**src/rtl/l1_l2_arbiter.sv**
```systemverilog
// Round-robin arbiter between the instruction and data L1 caches for the single
// shared L2 port. One requester is granted at a time; its address, operation and
// write line are latched and held until the L2 completes, then the completion is
// forwarded to the granted side only.
module l1_l2_arbiter #(
  parameter int unsigned ADDR_W = 16,
  parameter int unsigned LINE_W = 256
) (
  input  logic              clk,
  input  logic              reset_n,
  // icache side
  input  logic              i_read,
  input  logic [ADDR_W-1:0] i_address,
  output logic [LINE_W-1:0] i_rdata,
  output logic              i_resp,
  // dcache side
  input  logic              d_read,
  input  logic              d_write,
  input  logic [ADDR_W-1:0] d_address,
  input  logic [LINE_W-1:0] d_wdata,
  output logic [LINE_W-1:0] d_rdata,
  output logic              d_resp,
  // shared L2 port
  output logic              l2_read,
  output logic              l2_write,
  output logic [ADDR_W-1:0] l2_address,
  output logic [LINE_W-1:0] l2_wdata,
  input  logic [LINE_W-1:0] l2_rdata,
  input  logic              l2_resp
);

  typedef enum logic [1:0] {
    StIdle   = 2'd0,
    StGrantI = 2'd1,
    StGrantD = 2'd2
  } state_e;

  state_e              state_q, state_d;
  // 0: icache served last, 1: dcache served last
  logic                last_q, last_d;
  logic                op_write_q, op_write_d;
  logic                l2_read_q, l2_read_d;
  logic                l2_write_q, l2_write_d;
  logic [ADDR_W-1:0]   l2_address_q, l2_address_d;
  logic [LINE_W-1:0]   l2_wdata_q, l2_wdata_d;

  logic                i_req;
  logic                d_req;
  logic                grant_i;
  logic                grant_d;

  // Arbitration, grant latching and completion handling.
  always_comb begin
    state_d      = state_q;
    last_d       = last_q;
    op_write_d   = op_write_q;
    l2_read_d    = l2_read_q;
    l2_write_d   = l2_write_q;
    l2_address_d = l2_address_q;
    l2_wdata_d   = l2_wdata_q;

    i_req   = i_read;
    d_req   = d_read | d_write;
    grant_i = 1'b0;
    grant_d = 1'b0;

    unique case (state_q)
      StIdle: begin
        // On contention the side not served last wins.
        grant_i = i_req & (~d_req | last_q);
        grant_d = d_req & (~i_req | ~last_q);
        if (grant_i) begin
          state_d      = StGrantI;
          last_d       = 1'b0;
          op_write_d   = 1'b0;
          l2_read_d    = 1'b1;
          l2_write_d   = 1'b0;
          l2_address_d = i_address;
        end else if (grant_d) begin
          state_d      = StGrantD;
          last_d       = 1'b1;
          // Read and write together is treated as a write-back.
          op_write_d   = d_write;
          l2_read_d    = ~d_write;
          l2_write_d   = d_write;
          l2_address_d = d_address;
          l2_wdata_d   = d_wdata;
        end
      end
      StGrantI, StGrantD: begin
        l2_read_d  = ~op_write_q;
        l2_write_d = op_write_q;
        if (l2_resp) begin
          state_d    = StIdle;
          l2_read_d  = 1'b0;
          l2_write_d = 1'b0;
        end
      end
      default: begin
        state_d    = StIdle;
        l2_read_d  = 1'b0;
        l2_write_d = 1'b0;
      end
    endcase
  end

  // State and latched request registers; reset drops L2 requests immediately.
  always_ff @(posedge clk or negedge reset_n) begin
    if (!reset_n) begin
      state_q      <= StIdle;
      last_q       <= 1'b1;
      op_write_q   <= 1'b0;
      l2_read_q    <= 1'b0;
      l2_write_q   <= 1'b0;
      l2_address_q <= '0;
      l2_wdata_q   <= '0;
    end else begin
      state_q      <= state_d;
      last_q       <= last_d;
      op_write_q   <= op_write_d;
      l2_read_q    <= l2_read_d;
      l2_write_q   <= l2_write_d;
      l2_address_q <= l2_address_d;
      l2_wdata_q   <= l2_wdata_d;
    end
  end

  assign l2_read    = l2_read_q;
  assign l2_write   = l2_write_q;
  assign l2_address = l2_address_q;
  assign l2_wdata   = l2_wdata_q;

  // Read data is shared; only the resp pulses qualify it.
  assign i_rdata = l2_rdata;
  assign d_rdata = l2_rdata;

  // Completion goes to the granted side only; l2_resp in idle is dropped.
  assign i_resp = l2_resp & (state_q == StGrantI);
  assign d_resp = l2_resp & (state_q == StGrantD);

endmodule
```
**config.mk**
```make
export PLATFORM = sky130hd
export DESIGN_NAME = l1_l2_arbiter
export DESIGN_NICKNAME = d
export VERILOG_FILES = /design/src/rtl/l1_l2_arbiter.sv
export SDC_FILE = /design/constraint.sdc
export NUM_CORES = 1
export LEC_CHECK = 0
export BUFFER_PORTS_ARGS = -buffer_cell sky130_fd_sc_hd__buf_4
export CAP_MARGIN = 5
export CORE_AREA = 4 4 513 515
export DETAILED_ROUTE_END_ITERATION = 12
export DIE_AREA = 0 0 517 519
export PLACE_DENSITY_LB_ADDON = 0.12
export RECOVER_POWER = 100
export SYNTH_ARGS = -nofsm -noshare
export SYNTH_HDL_FRONTEND = slang
export SYNTH_SLANG_ARGS = --single-unit
```
**constraint.sdc**
```tcl
create_clock -name clk -period 5.1 [get_ports clk]
set_clock_uncertainty 0.2 [all_clocks]
set_input_delay 0.51 -clock clk [delete_from_list [all_inputs] [get_ports clk]]
set_output_delay 0.51 -clock clk [all_outputs]
set_load 0.02 [all_outputs]
```
==> flow_metrics.py, run 1 <==
metrics = {
    "pwr": {
        "p_per_area_mw_per_mm2": 566,
        "peakVddDrop_v": 0.000216,
        "p_leak_nw": 8.33,
    },
    "clock_network": {
        "cts_resized": 0,
        "cts_setup_buffers": 0,
        "clkTransAtPathRegs_ns": 0.05,
        "clockBufferDepth": 3,
        "htree_num_levels": 2,
        "clkLatencyLatePin_ns": 0.62,
        "cts_root_buf": "clkbuf_16",
        "cts_made_buffers": 46,
        "cts_tree": "built",
        "cts_sinks": 278,
    },
    "critical_path": {
        "required_ns": 5.39,
        "rrSetupSlack_ns": 1.69,
        "critPathCaptureType": "flip-flop",
        "rr_endpoint": "l2_wdata[238]$_DFFE_PN0P_",
        "setup.worst_path.start_class": "flip-flop",
        "reg2regPathDepth": 5,
        "timing.rr.start": "state_q[0]$_DFFE_PN0P_",
        "crit_type": "flip-flop to flip-flop",
        "worstPathArrival_ns": 3.70,
        "crit_fanout": 34,
    },
    "placement": {
        "hpwlAfterDp_mm": 52.1,
        "dp_cells": 4614,
        "pre_cts_ws_ns": 2.33,
        "port-buffer-count": 569,
        "place.gp.congestion": 0.674,
        "post_dp_cell_area_mm2": 0.0199,
    },
    "synthesis": {
        "synth_edf_count": 0,
        "synth.distinct_cells": 33,
        "syn_inst": 1180,
        "yosys_warnings": 0,
        "syn_avg_cell_area_um2": 13.0,
        "syn_area_mm2": 0.0154,
        "synth-seq-cells": 278,
        "ys.flop_type": "dfrtp_1",
        "seq_area_frac_synth_pct": 45.3,
        "async_flop_share_pct": 100,
        "syn_nets": 1734,
    },
    "die": {
        "ioPinCount": 1338,
        "placementRows": 187,
        "die_w_um": 517,
        "die_area_mm2": 0.268,
        "die_y_um": 519,
        "start_util_pct": 5.93,
        "core_mm2": 0.259,
    },
    "routing": {
        "drt_first_pass_iters": 4,
        "vias": 9515,
        "via_per_inst": 1.91,
        "ant_nets": 0,
        "drc": 0,
        "wl_per_cell_um": 13.4,
        "wl_mm": 67.1,
        "drt_iter0_markers": 219,
    },
    "sta": {
        "setup_tns_ns": 0,
        "tightest_slew_ns": 1.13,
        "fin_ws_ns": 1.69,
        "holdWs_ns": 0.0685,
        "setup_viol": 0,
        "period_share_pct": 67.0,
        "grt_setup_unrepaired": "false",
        "slew_violations": 0,
        "hold_viol": 0,
        "final.min_clock_period_ns": 3.41,
        "max_slew_margin_pct": 24.9,
        "fmax_ghz": 0.293,
    },
    "global_routing": {
        "grt_pass1_wl_mm": 91.2,
        "antenna_found_initial": 14,
        "grt_overflow": 0,
        "grt_max_degree": 97,
        "grt_pass1_vias": 11200,
        "grt_util_all_layers_pct": 4.82,
    },
    "hold_path": {
        "holdPathStages": 3,
        "whs_endpoint": "l2_address[0]$_DFFE_PN0P_",
        "min-delay-start": "d_address[0]",
        "hold_path_class": "input pin to flip-flop",
    },
    "finish": {
        "final_area_mm2": 0.0226,
        "fillers": 30300,
        "multi_input_area_mm2": 0.00346,
        "register_area_mm2": 0.00696,
        "nNetsFinal": 2104,
        "area_growth_pct": 47.3,
        "drive_gt1_share_pct": 28.1,
        "fin_cells": 4990,
    },
    "job": {
        "drv_cap": 0,
    },
    "status": {
        "status": "complete, no violations",
    },
}
[cell usage after synthesis (all sizes together), types with 3 or more instances]
library cell | instances | area, µm²
a21oi | 16 | 80.1
a22o | 3 | 26.3
a31oi | 17 | 106
buf | 546 | 4180
clkbuf | 4 | 15.0
dfrtp | 277 | 6930
ha | 4 | 50.1
inv | 4 | 15.0
mux2 | 256 | 3630
nor2 | 17 | 63.8
o21ai | 16 | 80.1
[registers in the layout (all words and copies together), names as in the netlist]
name,cells
l2_write,1
l2_read,1
last_q,1
state_q,2
op_write_q,1
l2_wdata,256
l2_address,16
[cell usage in the layout, fill, tap and decap left out, types with 3 or more instances in the layout]
cell type,count
mux2_2,55
o21ai_0,16
diode_2,3
dfrtp_1,277
dlygate4sd3_1,290
clkbuf_1,285
inv_1,4
nor2_1,17
mux2_1,192
clkbuf_8,10
ha_1,4
bufinv_16,5
buf_4,296
clkbuf_16,49
mux2_4,9
clkinv_2,8
a21oi_1,16
a22o_1,3
a31oi_1,17
buf_12,5
[power breakdown]
group          switching [mW]  internal [mW]
clock                    1.31           2.13
sequential              0.626           3.36
combinational            3.48           1.90
total                    5.41           7.39
[area by class of cell]
class,count,share of cell area (%)
Tap cell,3402,18.8
Inverter,4,0.0664
Antenna cell,3,0.0332
Multi-Input combinational cell,348,15.3
Sequential cell,278,30.8
Clock inverter,18,1.02
Clock buffer,65,6.13
Timing Repair Buffer,872,27.8
[worst max-delay path by stage]
stage,from,endpoint,cells after the start
2_1_floorplan,state_q[0]$_DFFE_PN0P_,l2_wdata[100]$_DFFE_PN0P_,7
3_3_place_gp,state_q[0]$_DFFE_PN0P_,l2_wdata[230]$_DFFE_PN0P_,5
3_5_place_dp,i_read,l2_wdata[238]$_DFFE_PN0P_,5
4_1_cts,state_q[1]$_DFFE_PN0P_,l2_wdata[238]$_DFFE_PN0P_,5
5_1_grt,state_q[1]$_DFFE_PN0P_,l2_wdata[238]$_DFFE_PN0P_,5
6_report,state_q[0]$_DFFE_PN0P_,l2_wdata[238]$_DFFE_PN0P_,5
[cells by family (layout without fill, tap and decap cells)]
kind of cell | after synthesis | after routing | synth area share, %
other | 0 | 3 | 0
and+or+nand+nor | 25 | 25 | 0.734
buffers and inverters | 554 | 959 | 27.4
DFF | 278 | 278 | 45.3
AOI/OAI and AO/OA | 63 | 63 | 2.53
muxes | 256 | 256 | 23.7
adders and majority gates | 4 | 4 | 0.326
[metrics by stage]
step | power (mW) | utilization [%]
4_1_cts | 15.3 | 9.42
6_report | 12.8 | 8.74
3_5_place_dp | 11.3 | 7.68
2_1_floorplan | 8.64 | -
3_3_place_gp | 11.3 | 7.68
5_1_grt | 13.8 | 8.74
[timing repair]
| action | 4_1_cts | 5_1_grt |
|---|---|---|
| setup endpoints to repair | 0 | 0 |
| hold buffers | 290 | 0 |
| endpoints found under the hold margin | 326 | 0 |
[per-layer routing]
metal  track usage, %  share of wire (%)  wire [µm]
met1             4.91                 35      23800
met3             2.46                 12       8050
met4             2.83                6.3       4260
met5                0                  0          0
met2             7.88                 46      31000
[worst max-delay path, cell delays in order, from the launching register on]
cell      delay [ns]
dfrtp_1         0.41
inv_1           0.10
ha_1            0.27
o211a_1         0.94
clkbuf_2        0.90
mux2_2          0.42
Power figures use the tool's default switching activity.
==> run 2, diff against run 1 <==
--- a/config.mk
+++ b/config.mk
@@ -7,9 +7,9 @@
 export LEC_CHECK = 0
 export BUFFER_PORTS_ARGS = -buffer_cell sky130_fd_sc_hd__buf_4
 export CAP_MARGIN = 5
-export CORE_AREA = 4 4 513 515
+export CORE_AREA = 4 4 516 518
 export DETAILED_ROUTE_END_ITERATION = 12
-export DIE_AREA = 0 0 517 519
+export DIE_AREA = 0 0 520 522
 export PLACE_DENSITY_LB_ADDON = 0.12
 export RECOVER_POWER = 100
 export SYNTH_ARGS = -nofsm -noshare
==> constraint.sdc (replaced) <==
create_clock -name clk -period 3.2 [get_ports clk]
set_clock_uncertainty 0.2 [all_clocks]
set_input_delay 0.32 -clock clk [delete_from_list [all_inputs] [get_ports clk]]
set_output_delay 0.32 -clock clk [all_outputs]
set_load 0.02 [all_outputs]
==> run 2 against run 1 <==
Effect of this change:
- the flow now finishes with violations (max-capacitance violations, max-slew violations)
- global-route usage shrank 0.27 points
- combinational power grew 58%
- first-iteration DRC count grew 20%
- critical path depth grew 2
- sequential power grew 60%
- sequential share of layout area shrank 0.054 points
- worst hold slack gained 0.10 ns
- wire length shrank 4.8%
- total power grew 54%
- final area grew 0.18%
- non-clock buffer count grew 17
- cell count grew 2.5%
- critical path type unchanged
==> flow_metrics.py, run 2 (synthesis gave the netlist of run 1 again) <==
metrics = {
    "clock_network": {
        "cts_made_buffers": 43,
        "cts_setup_buffers": 0,
        "cts_resized": 0,
        "clockBufferDepth": 3,
        "cts_tree": "built",
        "clkTransAtPathRegs_ns": 0.06,
        "cts_sinks": 278,
        "clkLatencyLatePin_ns": 0.61,
        "htree_num_levels": 2,
        "hold_buffers": 295,
        "cts_root_buf": "clkbuf_16",
    },
    "critical_path": {
        "cp_cell_sequence": "inv_1, ha_1, nor4b_1, dlygate4sd3_1, nand2_1, o31ai_1, dlygate4sd3_1",
        "worstPathArrival_ns": 3.34,
        "crit_fanout": 7,
        "setup.worst_path.start_class": "flip-flop",
        "timing.rr.start": "state_q[0]$_DFFE_PN0P_",
        "crit_type": "flip-flop to flip-flop",
        "critPathCaptureType": "flip-flop",
        "cpPeakStageDelay_ns": 0.63,
        "cp_slowest_cell": "dlygate4sd3_1",
        "required_ns": 3.55,
        "worstSetupStartpoint": "state_q[0]$_DFFE_PN0P_",
        "crit_top_cell": "dlygate4sd3_1",
    },
    "hold_path": {
        "min-delay-start": "i_read",
        "hold_path_class": "input pin to flip-flop",
    },
    "placement": {
        "port-buffer-count": 569,
        "dp_cells": 4739,
        "place.gp.congestion": 0.670,
        "hpwlAfterDp_mm": 49.7,
    },
    "finish": {
        "fillers": 30700,
        "multi_input_area_mm2": 0.00349,
        "area_growth_pct": 47.5,
        "drive_gt1_share_pct": 28.1,
        "final_common_cell": "buf_4",
        "nNetsFinal": 2118,
        "fin_cells": 5116,
        "register_area_mm2": 0.00696,
        "final_cell_mix": "296 x buf_4, 295 x dlygate4sd3_1, 292 x clkbuf_1",
        "post-route-util_pct": 8.66,
        "largest_reg_flops": 256,
    },
    "sta": {
        "slew_violations": 63,
        "hold_viol": 0,
        "final.min_clock_period_ns": 2.99,
        "setup_viol": 0,
        "tightest_slew_ns": 2.24,
        "max_slew_margin_pct": -49.3,
        "setup_tns_ns": 0,
        "fmax_ghz": 0.334,
        "grt_setup_unrepaired": "false",
        "period_share_pct": 93.5,
    },
    "global_routing": {
        "grt_pass1_wl_mm": 88.4,
        "grt_pass1_vias": 11400,
        "grt_overflow": 0,
        "grt_util_all_layers_pct": 4.55,
        "grt_max_degree": 61,
        "antenna_found_initial": 11,
    },
    "routing": {
        "drt_iter0_markers": 262,
        "vias": 9613,
        "drc": 0,
        "drt_first_pass_iters": 4,
        "wl_per_cell_um": 12.5,
        "via_per_inst": 1.88,
        "ant_nets": 0,
        "wl_mm": 63.9,
    },
    "die": {
        "die_area_mm2": 0.271,
        "start_util_pct": 5.87,
        "die_y_um": 522,
        "die_w_um": 520,
        "ioPinCount": 1338,
        "core_mm2": 0.262,
        "placementRows": 188,
    },
    "status": {
        "violations": "max-capacitance violations, max-slew violations",
        "status": "complete, but fails checks",
    },
    "job": {
        "drv_cap": 1,
    },
    "pwr": {
        "peakVddDrop_v": 0.000333,
        "p_per_area_mw_per_mm2": 869,
        "p_leak_nw": 8.28,
    },
}
[run 2: changes by cell type in the layout (fill, tap and decap cells not counted), moves of 3 or more]
cell           before  now
clkbuf_1          285  292
clkbuf_2            1    7
diode_2             3    9
clkbuf_16          49   44
dlygate4sd3_1     290  295
mux2_1            192  187
mux2_4              9   14
bufinv_16           5    1
clkinv_2            8    5
[run 2: worst paths after layout]
check / endpoint / slack (ns) / cells after the start
min in group asynchronous: l2_wdata[198]$_DFFE_PN0P_ / 0.71 / 2
max reg2reg: l2_write$_DFFE_PN0P_ / 0.21 / 7
min reg2reg: l2_wdata[173]$_DFFE_PN0P_ / 0.28 / 1
max in group asynchronous: l2_wdata[141]$_DFFE_PN0P_ / 0.53 / 3
min: l2_read$_DFFE_PN0P_ / 0.17 / 4
max: l2_write$_DFFE_PN0P_ / 0.21 / 7
[run 2: cell type report]
cell class	instances	area share [%]
antenna	9	0.0994
clock buffer	64	5.68
clock inverter	9	0.392
inverter	4	0.0663
multi-input combinational	348	15.4
sequential	278	30.7
tap	3515	19.4
timing repair buffer	889	28.2
[run 2: worst max-delay path: cells and delay by family (launching register included)]
family / cells / cell delay, ns
buffers and inverters: 3 / 1.32
AND/OR/NAND/NOR: 2 / 0.58
flip-flops: 1 / 0.42
adder cells (fa/ha/maj): 1 / 0.34
AO/OA/AOI/OAI: 1 / 0.06
[run 2: per-stage QoR]
step	area (µm²)	hold slack, ns	setup slack (ns)	power (mW)
2_1_floorplan	15400	-0.176	1.25	13.8
6_report	22700	0.171	0.209	19.7
3_5_place_dp	20100	0.236	0.689	17.9
4_1_cts	24500	0.0662	0.209	23.7
3_3_place_gp	20100	0.232	0.726	18.0
5_1_grt	22600	0.149	0.0353	21.2
[run 2: where the power goes]
group          internal, mW  total (mW)  switching (mW)
registers              5.35        6.38            1.03
clock network          2.83        4.78            1.95
logic                  3.11        8.52            5.40
[run 2: layer usage]
layer | track usage (%) | routed length (µm) | share of wire (%)
met3 | 2.46 | 7620 | 12
met2 | 7.59 | 30500 | 48
met4 | 3.10 | 4440 | 7.0
met1 | 4.31 | 21300 | 33
met5 | 0 | 26 | 0.041
